$ cat src/rtl/lowpass.sv
// First-order IIR low-pass: y tracks u with coefficient alpha = 2^-L2_ALPHA.
// The accumulator keeps y scaled by 2^L2_ALPHA, so the fractional bits are never dropped.
module lowpass #(
  parameter int WIDTH    = 32,
  parameter int L2_ALPHA = 5
) (
  input  logic             clk,
  input  logic             rst,
  input  logic             en,
  input  logic [WIDTH-1:0] u,
  output logic [WIDTH-1:0] y
);

  localparam int AW = WIDTH + L2_ALPHA;  // accumulator width
  localparam int SW = AW + 2;            // headroom for the update sum

  logic signed [AW-1:0] acc_q, acc_d;
  logic signed [AW-1:0] leak;
  logic signed [SW-1:0] acc_ext, u_ext, leak_ext, sum;
  logic                 ovf;

  always_comb begin
    // NOTE: every variable gets a default at the top, so no path can infer a latch.
    acc_d    = acc_q;
    leak     = acc_q >>> L2_ALPHA;
    acc_ext  = {{2{acc_q[AW-1]}}, acc_q};
    u_ext    = {{(SW-WIDTH){u[WIDTH-1]}}, u};
    leak_ext = {{2{leak[AW-1]}}, leak};
    sum      = acc_ext + u_ext - leak_ext;
    // The top three bits agree only when the sum fits the accumulator's range.
    ovf      = (sum[SW-1:AW-1] != {3{sum[SW-1]}});
    if (en) begin
      if (ovf) begin
        acc_d = sum[SW-1] ? {1'b1, {(AW-1){1'b0}}} : {1'b0, {(AW-1){1'b1}}};
      end else begin
        acc_d = sum[AW-1:0];
      end
    end
  end

  // NOTE: sequential state uses non-blocking assignments so every flop samples pre-edge values.
  always_ff @(posedge clk or posedge rst) begin
    if (rst) begin
      acc_q <= '0;
    end else begin
      acc_q <= acc_d;
    end
  end

  // Dropping the low bits is an arithmetic shift right: floor toward minus infinity.
  assign y = acc_q[AW-1:L2_ALPHA];

endmodule

$ cat config.mk
export PLATFORM = sky130hd
export DESIGN_NAME = lowpass
export DESIGN_NICKNAME = d
export VERILOG_FILES = /design/src/rtl/lowpass.sv
export SDC_FILE = /design/constraint.sdc
export NUM_CORES = 1
export LEC_CHECK = 0
export CORE_MARGIN = 2
export CORE_UTILIZATION = 49
export CTS_BUF_LIST = sky130_fd_sc_hd__clkbuf_4 sky130_fd_sc_hd__clkbuf_8 sky130_fd_sc_hd__clkbuf_16
export CTS_CLUSTER_DIAMETER = 50
export CTS_CLUSTER_SIZE = 40
export DETAILED_ROUTE_END_ITERATION = 7
export GPL_TIMING_DRIVEN = 0
export PLACE_DENSITY = 0.71
export SLEW_MARGIN = 20
export SYNTH_ARGS = -nofsm -noshare
export SYNTH_HDL_FRONTEND = slang
export SYNTH_SLANG_ARGS = --single-unit
export TNS_END_PERCENT = 1
$ cat constraint.sdc
create_clock -name clk -period 9.96 [get_ports clk]
set_input_delay 1.494 -clock clk [delete_from_list [all_inputs] [get_ports clk]]
set_output_delay 1.494 -clock clk [all_outputs]
set_load 0.02 [all_outputs]
==> results.md <==
- Largest registers: acc_q (37)
- Worst-skew pair later-pin latency: 0.29 ns
- Final Wtd Congestion: 0.9326
- Final Hold Vio Count: 0
- Largest area contributor in the netlist: dfrtp_1
- Buf/Inv on CP: 3
- Clk_skew: 0.005167 ns
- Post-cts sizing count: 0
- Share of cells above drive strength 1: 10.27%
- Critical path class: input port to flip-flop
- Detailed Route WL: 17010 µm
- Initial antenna violation count: 0
- Postcts setup bufs: 0
- Worst Hold Slack: 0.5270 ns
- RSZ-0062 raised after global routing: false
- Area contributors post-synth: dfrtp_1, fa_1, inv_1, ha_1, a21oi_1
- Placed cell count: 963
- Worst-margin pin slew: 0.8443 ns
- Layout filler cell count: 1083
- Final setup viols: 0
- Hold Path Class: flip-flop to flip-flop
- Global-route wire length before repair: 27870 µm
- Achievable Freq: 162.7 MHz
- Slew Limit Fails: 0
- Worst hold start: acc_q[0]$_DFFE_PP0P_
- DIE HEIGHT: 113.3 µm
- R2R Path Start: acc_q[6]$_DFFE_PP0P_
- Worst path cell trace: clkdlybuf4s50_1 > inv_1 > fa_1 > inv_1 > ha_1 > a211oi_1 > o21bai_1 > a211oi_1 > o32ai_1 > nor3_1 > a21o_1 > mux2_2 > nor2_2 > o221a_2
- Clk slew on worst S/H paths: 0.06 ns
- EDFF count, synth: 0
- Detail Placement HPWL: 13540 µm
- Sequential area share after synthesis: 15.81%
- # rows: 39
- Post-synth top area share: 15.81%
- CP endpoint kind: flip-flop
- Pin count of the biggest net entering global routing: 23
- Crit path time final: 6.146 ns
- WP data required: 10.19 ns
- Vias in the first global route: 5521
- Syn Nets: 866
- Total negative slack: 0 ns
- Total gr overflow: 0
- DR vias: 5690
- Post-route clock period utilization: 61.71%
- Vias per inst: 5.860
- Die W: 113.3 µm
- Die area: 0.01284 mm²
- Layout Nets: 939
- Synth Warn #: 0
- CTS Buf Count: 5
- Iteration-0 DRC Markers: 431
- Commonest non-fill, non-tap cell in the layout: inv_1
- Root buf cell: clkbuf_16
- Worst rel slew slack: 43.71%
- Tot GR Track Use: 27.20%
- CP Launch Type: input port
- Cells after Synth: 754
- I/O Buffers: 65
- Hold_buf cts: 0
- Pre-Repair DR Iteration Count: 6
- Fin util: 59.58%
- Synth cell types: 67
- Most flop-heavy register: acc_q
- DRC Markers: 0
- Antenna viol nets, final: 0
- Max reg flops: 37
- Non-Filler Instances: 971
- Most common flop cell mapped by yosys: dfrtp_1
- Post-Synthesis Cell Area: 0.005857 mm²
- # diodes: 0
- Avg Cell Area, Syn: 7.768 µm²
- IO Pins: 67
- CTS tree: yes
- Core area: 0.01156 mm²
- Layout overhead on the synthesized area: 17.65%
- Clock sinks: 37
- Routed WL per cell: 17.52 µm
- Most frequent cells in the layout: inv_1, clkdlybuf4s50_1, a21oi_1, nand2_1, ha_1
- Outcome: finished clean
- Critical-path top delay cell: a211oi_1
- Critical path startpoint: u[1]
- CTS H-Tree Depth: 2
- Post-synth ARST share: 100.0%
- Max cap viols: 0
- CP max FO: 10
- Delay of the slowest critical-path stage: 0.64 ns
- Initial Utilization: 50.64%
- CTS Buffer Depth: 2
- Synth Register Bits: 37
- Top cell family by delay on the critical path: compound AO/OA/AOI/OAI gates
- Crit path DAT: 6.38 ns
[worst reg2reg max path, cell delays in order (launching register included)]
cell,delay [ns]
dfrtp_1,0.45
inv_1,0.10
fa_1,0.56
inv_1,0.05
ha_1,0.35
and3_1,0.27
and3_1,0.22
a211oi_1,0.62
o32ai_1,0.22
nor3_1,0.42
a21o_1,0.35
mux2_2,0.41
nor2_2,0.60
o221a_2,0.33
[cell families (layout without fill, tap and decap cells)]
logic type | after synthesis | count (layout) | share of synthesized area [%]
buffers and inverters | 217 | 291 | 16.98
adders and majority gates | 77 | 77 | 21.06
xor gates and xnor gates | 32 | 32 | 5.234
and+or+nand+nor | 168 | 168 | 14.08
muxes | 5 | 5 | 0.9399
DFF | 37 | 37 | 15.81
AOI/OAI and AO/OA | 218 | 218 | 25.89
[final cells by class]
cell class	count	area [µm²]	share of cell area (%)
timing repair buffer	66	678.2	9.842
clock inverter	2	37.54	0.5448
multi-input combinational	500	3936	57.13
clock buffer	6	138.9	2.016
buffer	60	405.4	5.883
inverter	157	589.3	8.553
sequential	37	925.9	13.44
tap	143	178.9	2.597
[routing by layer]
layer	vias to the layer above	track usage, %	wire length, µm
met5	-	0	0
met4	0	7.967	340
met3	24	2.571	1038
met2	225	46.43	8208
met1	2720	36.78	7422
li1	2721	-	-
[synth_stat cells (all sizes together), types with 5 or more instances]
cell type and instances:
inv 156, a21oi 57, buf 50, nand2 44
ha 41, nor2 40, dfrtp 37, fa 36
o21ai 35, nor3 20, xnor2 19, a21o 17
nand3 14, a211oi 13, nand4 13, xor2 13
clkbuf 10, a31oi 9, and3 9, o221a 9
or4 9, a32oi 8, o21a 7, o221ai 7
o22ai 7, a211o 6, a221oi 6, a221o 5
o2111ai 5, o211ai 5, o31ai 5
[through the flow]
stage / area (µm²) / setup WS, ns
floorplan: 5857 / 5.153
global placement: 6686 / 3.735
detailed placement: 6714 / 3.695
CTS: 6890 / 3.974
global route: 6890 / 3.689
finish: 6890 / 3.814
[path summary, 6_finish.rpt]
kind / end / slack, ns / depth (start not counted)
max: acc_q[5]$_DFFE_PP0P_ / 3.81 / 14
min: acc_q[0]$_DFFE_PP0P_ / 0.53 / 2
max reg2reg: acc_q[5]$_DFFE_PP0P_ / 4.96 / 13
min reg2reg: acc_q[0]$_DFFE_PP0P_ / 0.53 / 2
max in group asynchronous: acc_q[11]$_DFFE_PP0P_ / 7.94 / 3
min in group asynchronous: acc_q[35]$_DFFE_PP0P_ / 1.54 / 2
Power is left out: the tool's default activity adds up to more than one toggle a clock period on the data nets, which glitch-free logic cannot reach.
